`config.mk`:
```
export PLATFORM = sky130hd
export DESIGN_NAME = timer_dev
export DESIGN_NICKNAME = d
export VERILOG_FILES = /design/src/rtl/timer_dev.sv
export SDC_FILE = /design/constraint.sdc
export NUM_CORES = 1
export LEC_CHECK = 0
export BUFFER_PORTS_ARGS = -buffer_cell sky130_fd_sc_hd__buf_2
export CORE_ASPECT_RATIO = 0.5
export CORE_UTILIZATION = 49
export DETAILED_ROUTE_END_ITERATION = 12
export PLACE_DENSITY_LB_ADDON = 0.1
export SYNTH_ARGS = -nofsm -noshare
export SYNTH_HDL_FRONTEND = slang
export SYNTH_SLANG_ARGS = --single-unit
```
`constraint.sdc`:
```
create_clock -name clk -period 2 [get_ports clk]
set_clock_uncertainty 0.1 [all_clocks]
set_input_delay 0.4 -clock clk [delete_from_list [all_inputs] [get_ports clk]]
set_output_delay 0.4 -clock clk [all_outputs]
set_load 0.01 [all_outputs]
```
`src/rtl/timer_dev.sv`:
```
// Memory-mapped countdown timer: CTRL/PRESET/COUNT registers on the load/store bridge,
// one-shot (latched IRQ) or auto-reload (periodic 1-cycle IRQ pulse) operation.
module timer_dev #(
  parameter logic [31:0] BASE = 32'h0000_7F00
) (
  input  logic        clk,
  input  logic        reset,
  input  logic [31:0] Addr,
  input  logic        WE,
  input  logic [31:0] Din,
  output logic [31:0] Dout,
  output logic        IRQ
);

  typedef enum logic [1:0] {S_IDLE, S_LOAD, S_CNT, S_INT} state_t;

  state_t      state, state_n;
  logic [3:0]  ctrl, ctrl_n;
  logic [31:0] preset, preset_n;
  logic [31:0] count, count_n;
  logic        irq_flag, irq_flag_n;

  logic        hit, wr_ctrl, wr_preset;
  logic        en, im, auto_reload;
  logic [1:0]  unused_addr;

  // Saturating decrement: COUNT never wraps below zero.
  function automatic logic [31:0] dec_sat(input logic [31:0] v);
    return (v == 32'd0) ? 32'd0 : v - 32'd1;
  endfunction

  assign unused_addr = Addr[1:0];
  assign hit         = (Addr[31:4] == BASE[31:4]);
  assign wr_ctrl     = WE && hit && (Addr[3:2] == 2'd0);
  assign wr_preset   = WE && hit && (Addr[3:2] == 2'd1);

  assign en          = ctrl[0];
  assign im          = ctrl[3];
  assign auto_reload = (ctrl[2:1] == 2'b01);

  assign IRQ = im & irq_flag;

  always_comb begin
    Dout = 32'd0;
    if (hit) begin
      case (Addr[3:2])
        2'd0:    Dout = {28'd0, ctrl};
        2'd1:    Dout = preset;
        2'd2:    Dout = count;
        default: Dout = 32'd0;
      endcase
    end
  end

  always_comb begin
    state_n    = state;
    ctrl_n     = ctrl;
    preset_n   = preset;
    count_n    = count;
    irq_flag_n = irq_flag;

    case (state)
      S_IDLE: if (en) state_n = S_LOAD;
      S_LOAD: begin
        count_n    = preset;
        irq_flag_n = 1'b0;
        state_n    = S_CNT;
      end
      S_CNT: begin
        if (!en) begin
          state_n = S_IDLE;
        end else if (count > 32'd1) begin
          count_n = dec_sat(count);
        end else begin
          count_n    = 32'd0;
          irq_flag_n = 1'b1;
          state_n    = S_INT;
        end
      end
      S_INT: begin
        if (auto_reload) irq_flag_n = 1'b0;
        else             ctrl_n[0]  = 1'b0;
        state_n = S_IDLE;
      end
      default: state_n = S_IDLE;
    endcase

    // CPU writes are applied last so they override the FSM's own updates.
    if (wr_ctrl) begin
      ctrl_n     = Din[3:0];
      irq_flag_n = 1'b0;
    end
    if (wr_preset) begin
      preset_n   = Din;
      irq_flag_n = 1'b0;
    end
  end

  always_ff @(posedge clk) begin
    if (reset) begin
      state    <= S_IDLE;
      ctrl     <= 4'd0;
      preset   <= 32'd0;
      count    <= 32'd0;
      irq_flag <= 1'b0;
    end else begin
      state    <= state_n;
      ctrl     <= ctrl_n;
      preset   <= preset_n;
      count    <= count_n;
      irq_flag <= irq_flag_n;
    end
  end

endmodule

```
==> results of run 1 <==
[metrics by stage]
stage | cells | utilization
floorplan | 526 | -
global placement | 785 | 0.706
detailed placement | 785 | 0.706
CTS | 816 | 0.821
global route | 828 | 0.872
finish | 828 | 0.872
[power by group through the flow]
stage          Sequential [W]  Clock [W]  Combinational (W)
2_1_floorplan         0.00145          0          0.0000526
3_3_place_gp          0.00145          0           0.000144
6_report              0.00141    0.00191           0.000173
3_5_place_dp          0.00145          0           0.000145
4_1_cts               0.00141    0.00190           0.000154
5_1_grt               0.00141    0.00196           0.000182
[what timing repair did]
action / 4_1_cts / 5_1_grt
pin swaps: 39 / 37
endpoints found under the setup margin: 60 / 89
resized for setup: 78 / 60
setup buffers: 12 / 9
gates cloned: 3 / 4
[flip-flops by register name, summed over array words and instances (netlist names)]
name,cells
irq_flag,1
state,2
ctrl,4
preset,32
count,32
[final timing paths]
| check | endpoint | cells past startpoint | start |
|---|---|---|---|
| min reg2reg | ctrl[3] | 2 | ctrl[3] |
| max | Dout[29] | 7 | Addr[17] |
| max reg2reg | count[10] | 8 | count[31] |
| min | preset[11] | 3 | Din[11] |
[layout by cell type (no fill, tap or decap), types with 3 or more instances in the layout]
| cell | netlist | routed |
|---|---|---|
| buf_4 | 4 | 101 |
| dfxtp_1 | 71 | 59 |
| buf_2 | 7 | 59 |
| buf_6 | 1 | 50 |
| nor2_1 | 80 | 47 |
| a22oi_1 | 42 | 41 |
| mux2i_1 | 40 | 40 |
| nor2_4 | 0 | 34 |
| nand2_1 | 22 | 20 |
| a31oi_1 | 20 | 19 |
| a21oi_1 | 21 | 18 |
| inv_1 | 16 | 14 |
| nor4_4 | 3 | 12 |
| clkbuf_16 | 0 | 12 |
| nand4_1 | 10 | 10 |
| nand3_1 | 16 | 10 |
| dfxtp_2 | 0 | 9 |
| or3_1 | 10 | 8 |
| o211ai_1 | 8 | 8 |
| nor3_1 | 13 | 7 |
| nor4_1 | 16 | 6 |
| nand3_2 | 2 | 6 |
| buf_12 | 0 | 6 |
| o32ai_1 | 6 | 5 |
| nor2b_1 | 6 | 4 |
| nor3_4 | 1 | 4 |
| nor3_2 | 1 | 4 |
| o21a_1 | 4 | 4 |
| or3_4 | 2 | 4 |
| or4_4 | 1 | 4 |
| a32oi_1 | 6 | 4 |
| a21oi_2 | 0 | 3 |
| o21ai_2 | 0 | 3 |
| or4_1 | 6 | 3 |
| and3_1 | 3 | 3 |
| bufinv_16 | 0 | 3 |
| dfxtp_4 | 0 | 3 |
[layer usage]
layer  vias to the layer above  wire, um
li1                       2364         -
met5                         -         0
met3                       131      2360
met4                         0       863
met2                       482      8050
met1                      2566      7230
[kinds of logic after synthesis]
family,Yosys count,share of synthesized area
AOI/OAI and AO/OA,135,0.226
muxes,40,0.0937
buffers and inverters,64,0.0635
DFF,71,0.333
xor gates and xnor gates,1,0.00205
adders and majority gates,3,0.00878
and+or+nand+nor,212,0.273
[cell type report]
cell class,count,area [sq um],area share
Timing Repair Buffer,222,1880,0.262
Multi-Input combinational cell,391,3300,0.460
Sequential cell,71,1440,0.201
Clock buffer,11,243,0.0338
Inverter,16,65.1,0.00906
Tap cell,112,140,0.0195
Clock inverter,5,105,0.0146
[worst reg2reg max path: cells and delay by family (launching register included)]
kind | cells | cell delay [ps]
buf+inv | 3 | 500
flops | 1 | 340
compound gates | 3 | 630
simple gates | 2 | 620
==> results.md, run 1 <==
* DR WL/cell at ~22 um
* CTS Hold Bufs at 0
* Worst Max-Slew Pin Slew at roughly 800 ps
* Busiest grt layer: met2
* Cts bufs inserted at 9
* Final worst slack at -317 ps
* Number of H-tree levels at 3
* Startpoint types: input port
* Final Cycle Share at 1.16
* Max_cap viols at 0
* Die W at approximately 130 um
* Synth cell types at 62
* Final Hold Viols at 0
* DRC Markers at 0
* Place WS at -255 ps
* Mapped Cells at approximately 530
* Largest net degree at the start of global routing at 39
* Tmin final at roughly 2300 ps
* IO Port Bufs at 97
* Antenna violations before repair at 0
* Worst-path cell chain: buf_6 > nor4bb_2 > nand4_1 > or2_4 > clkbuf_16 > nor2_4 > buf_6
* DRT iter0 DRCs at approximately 850
* Synthesized area per cell at a little over 8 sq um
* Crit-path max FO at 7
* Full die area at around 0.009 sq mm
* Slowest cell delay on critical path at 390 ps
* Switch share at 0.215
* Top cells by count, synth: nor2_1 (80), dfxtp_1 (71), a22oi_1 (42)
* Grt total ovfl at 0
* Switching power total at around 0.00075 W
* CP max-delay cell: or2_4
* Core ar. at around 0.008 sq mm
* Vias at about 5,500
* CP Buf/Inv Count at 3
* CP required at about 1500 ps
* Sinks on Clock Net at between 70 and 80
* Yosys warns at 0
* Die height at between 60 and 70 um
* Area after DPL at around 0.0058 sq mm
* Setup TNS at -15,550 ps
* Total Routed Length at 18,500 um
* CTS clk-pin slew, worst paths at 60 ps
* Maximum clock rate at about 0.43 GHz
* Drt via density at 6.69
* RSZ-0062 raised after global routing: true
* Most used cell, CP: buf_6
* Arrival @ worst endpoint at around 1800 ps
* Crit. End Element: output port
* Worst min-delay path category: in -> reg
* Diodes inserted at 0
* Syn Nets at about 600
* Design area at 0.00718 sq mm
* First drt pass iteration count at 6
* Initial core utilization at 0.519
* Ranking of synthesized cells by area: dfxtp_1 (33%), mux2i_1 (9.4%), a22oi_1 (7.4%), nor2_1 (7.0%), clkbuf_1 (3.0%)
* Share of cells above drive strength 1 at 0.500
* DP HPWL at around 10,000 um
* Pwr Density at ~500 mW/mm^2
* Root cell of the clock tree: clkbuf_16
* Sequential share of power at 0.404
* Clock power frac at 0.547
* Ys flop type: dfxtp_1
* WS Path Type: in -> out
* Gr usage total at 0.357
* Logic pwr share at 0.050
* Insertion delay of the later-clocked pin in the worst-skew pair at between 300 and 400 ps
* Failing checks: setup timing
* Gpl congestion at 0.959
* Area grow syn2layout at 68.0%
* GR met2 Demand/Resource at 0.573
* Max VDD drop at around 0.43 mV
* Yosys top cell by area: dfxtp_1
* Met3 Use GR at 0.0807
* CP delay by family, top: simple AND/OR/NAND/NOR gates
* Number of synthesized register bits at 71
* Reported leakage power at about 2.9 nW
* FF-to-FF setup slack at -310 ps
* Slew HR at 0.460
* Sequential fraction of the synthesis area at 0.333
* Fin nets at 781
* Clock tree buffer depth at 2
* Hold WS at ~190 ps
* Pint at 0.00274 W
* EDFF count, synth at 0
* Final setup violation count at 66
* Top cell type's share of synthesized area at 0.333
* Routing usage on met1 at 0.471
* CTS tree: done
* Vias in the first global route at between 4,000 and 5,000
* FP Rows at 23
* Post-route ant nets at 0
* # IOs at 100
* First-pass GRT wire length at 24,700 um
* Final slew viol count at 0
* Status: finished with violations
* Asr flop ratio synth at 0
* Count leader, synth: nor2_1
* Pwr Total at roughly 0.0035 W
* Final-layout fill cell count at slightly below 400
* Cell Area, Synth at 0.00427 sq mm
Power figures use the tool's default switching activity.
==> run 2: changes to the inputs <==
==> constraint.sdc (replaced) <==
create_clock -name clk -period 2 [get_ports clk]
set_clock_uncertainty 0.1 [all_clocks]
set_input_delay 0.1 -clock clk [delete_from_list [all_inputs] [get_ports clk]]
set_output_delay 0.1 -clock clk [all_outputs]
set_load 0.01 [all_outputs]
==> run 2 against run 1 <==
Against the previous run:
- the run still ends with setup timing left
- via count shrank 6.4%
- setup slack gained 170 ps
- core utilization shrank 7.6 points
- critical path type is now reg -> reg
- critical endpoint is now count[11]
==> results.md, run 2 (same netlist as run 1, synthesis figures left out) <==
* Share of cells above drive strength 1 at 0.398
* Most common cell after layout, fill and taps aside: buf_2
* Slew HR at 0.498
* Commonest cells after routing, fill and taps aside: buf_2 (97), buf_4 (96), nor2_1 (79), dfxtp_1 (61), a22oi_1 (42)
* DP HPWL at just under 10,000 um
* Worst min-delay path category: in -> reg
* Final setup violation count at 26
* Arrival @ worst endpoint at about 2300 ps
* Inst Count DP at between 700 and 800
* First drt pass iteration count at 5
* Crit-path max FO at 6
* Max_cap viols at 0
* DRC Markers at 0
* First-pass GRT wire length at 23,100 um
* Number of H-tree levels at 3
* Startpoint types: register
* CP required at ~2100 ps
* Cts bufs inserted at 9
* Diodes inserted at 0
* Area grow syn2layout at 53.3%
* RSZ-0062 raised after global routing: true
* Die height at 68.0 um
* Met3 WL at roughly 1600 um
* CTS clk-pin slew, worst paths at approximately 60 ps
* Reported leakage power at about 2.7 nW
* Root cell of the clock tree: clkbuf_16
* Top sig layer: met4
* Crit. End Element: register
* Drt via density at 6.15
* Final cell count without fillers at ~840
* Largest net degree at the start of global routing at slightly above 40
* Core ar. at 0.00823 sq mm
* Sinks on Clock Net at just over 70
* Antenna violations before repair at 0
* Tmin final at between 2000 and 2500 ps
* Final Hold Viols at 0
* Final core occ at 0.796
* Final Cycle Share at 1.07
* Largest regs: count: 32 flops, preset: 32 flops, ctrl: 4 flops
* Failing checks: setup timing
* Die W at roughly 130 um
* Final slew viol count at 0
* Maximum clock rate at approximately 0.47 GHz
* Total Routed Length at about 16,000 um
* Full die area at just over 0.009 sq mm
* Vias at a little over 5,000
* Gr usage total at 0.334
* Pwr Density at 495 mW/mm^2
* Worst Max-Slew Pin Slew at around 750 ps
* Max VDD drop at 0.420 mV
* Gpl congestion at approximately 0.9
* DRT iter0 DRCs at ~600
* DR WL/cell at between 15 and 20 um
* Hold WS at 204 ps
* # IOs at 100
* Fin nets at ~800
* CTS tree: done
* Status: finished with violations
* Final worst slack at -145 ps
* IO Port Bufs at 97
* WS Path Type: reg -> reg
* Post-route ant nets at 0
* Insertion delay of the later-clocked pin in the worst-skew pair at between 300 and 400 ps
* Vias in the first global route at approximately 4,500
* Met1 wire length at roughly 7200 um
* Clock tree buffer depth at 2
* FP Rows at 23
* Place WS at -161 ps
* Met2 WL post-DR at approximately 7000 um
* Grt total ovfl at 0
* Initial core utilization at 0.519
-- run 2: cell count changes in the layout (fill, tap and decap cells not counted), sizes merged --
cell	previous run	this run
bufinv	3	1
buf	219	204
dlygate4sd3	0	32
clkinv	0	3
clkbuf	14	12
-- run 2: final timing paths --
check / from / endpoint / slack (ps) / cells after the start
min reg2reg: ctrl[3] / ctrl[3] / 370 / 2
max reg2reg: count[29] / count[11] / -140 / 8
max: count[29] / count[11] / -140 / 8
min: Addr[2] / ctrl[3] / 200 / 4
-- run 2: cell type report --
cell class                 count  area [sq um]
clock buffer                  10           239
clock inverter                 6          60.1
fill                         551          1680
inverter                      16          65.1
multi-input combinational    391          2870
sequential                    71          1430
tap                          112           140
timing repair buffer         238          1750
-- run 2: power by group --
part / switching [W] / internal (W) / total (W) / leakage, nW
Sequential: 0.000000000000493 / 0.00141 / 0.00141 / 0.577
Combinational: 0.0000878 / 0.000100 / 0.000188 / 2.01
Clock: 0.000648 / 0.000992 / 0.00164 / 0.144
Total: 0.000736 / 0.00251 / 0.00324 / 2.74
-- run 2: layer usage --
metal	track usage	vias to the layer above
li1	-	2385
met1	0.457	2458
met2	0.534	319
met3	0.0667	27
met4	0.104	0
met5	0	-
-- run 2: critical path, cell delays in order, from the launching register on --
cell       delay (ps)
dfxtp_2           330
nor4_4            290
nand4_1           210
buf_4             210
o31a_1            240
buf_6             150
clkbuf_16         170
a32oi_1           200
o32ai_1           110
-- run 2: through the flow --
step	area [sq um]	setup TNS (ps)	total power [W]
finish	6550	-1900	0.00324
global route	6550	-3760	0.00332
CTS	6230	-747	0.00324
detailed placement	5510	-2110	0.00158
global placement	5510	-1260	0.00158
floorplan	4320	-9.22	0.00150
-- run 2: repair_timing --
item,CTS,global route
setup endpoints to repair,31,33
hold buffers,32,0
pin swaps,10,29
buffers inserted,4,10
hold endpoints to repair,36,0
gates cloned,0,3
resized for setup,18,37
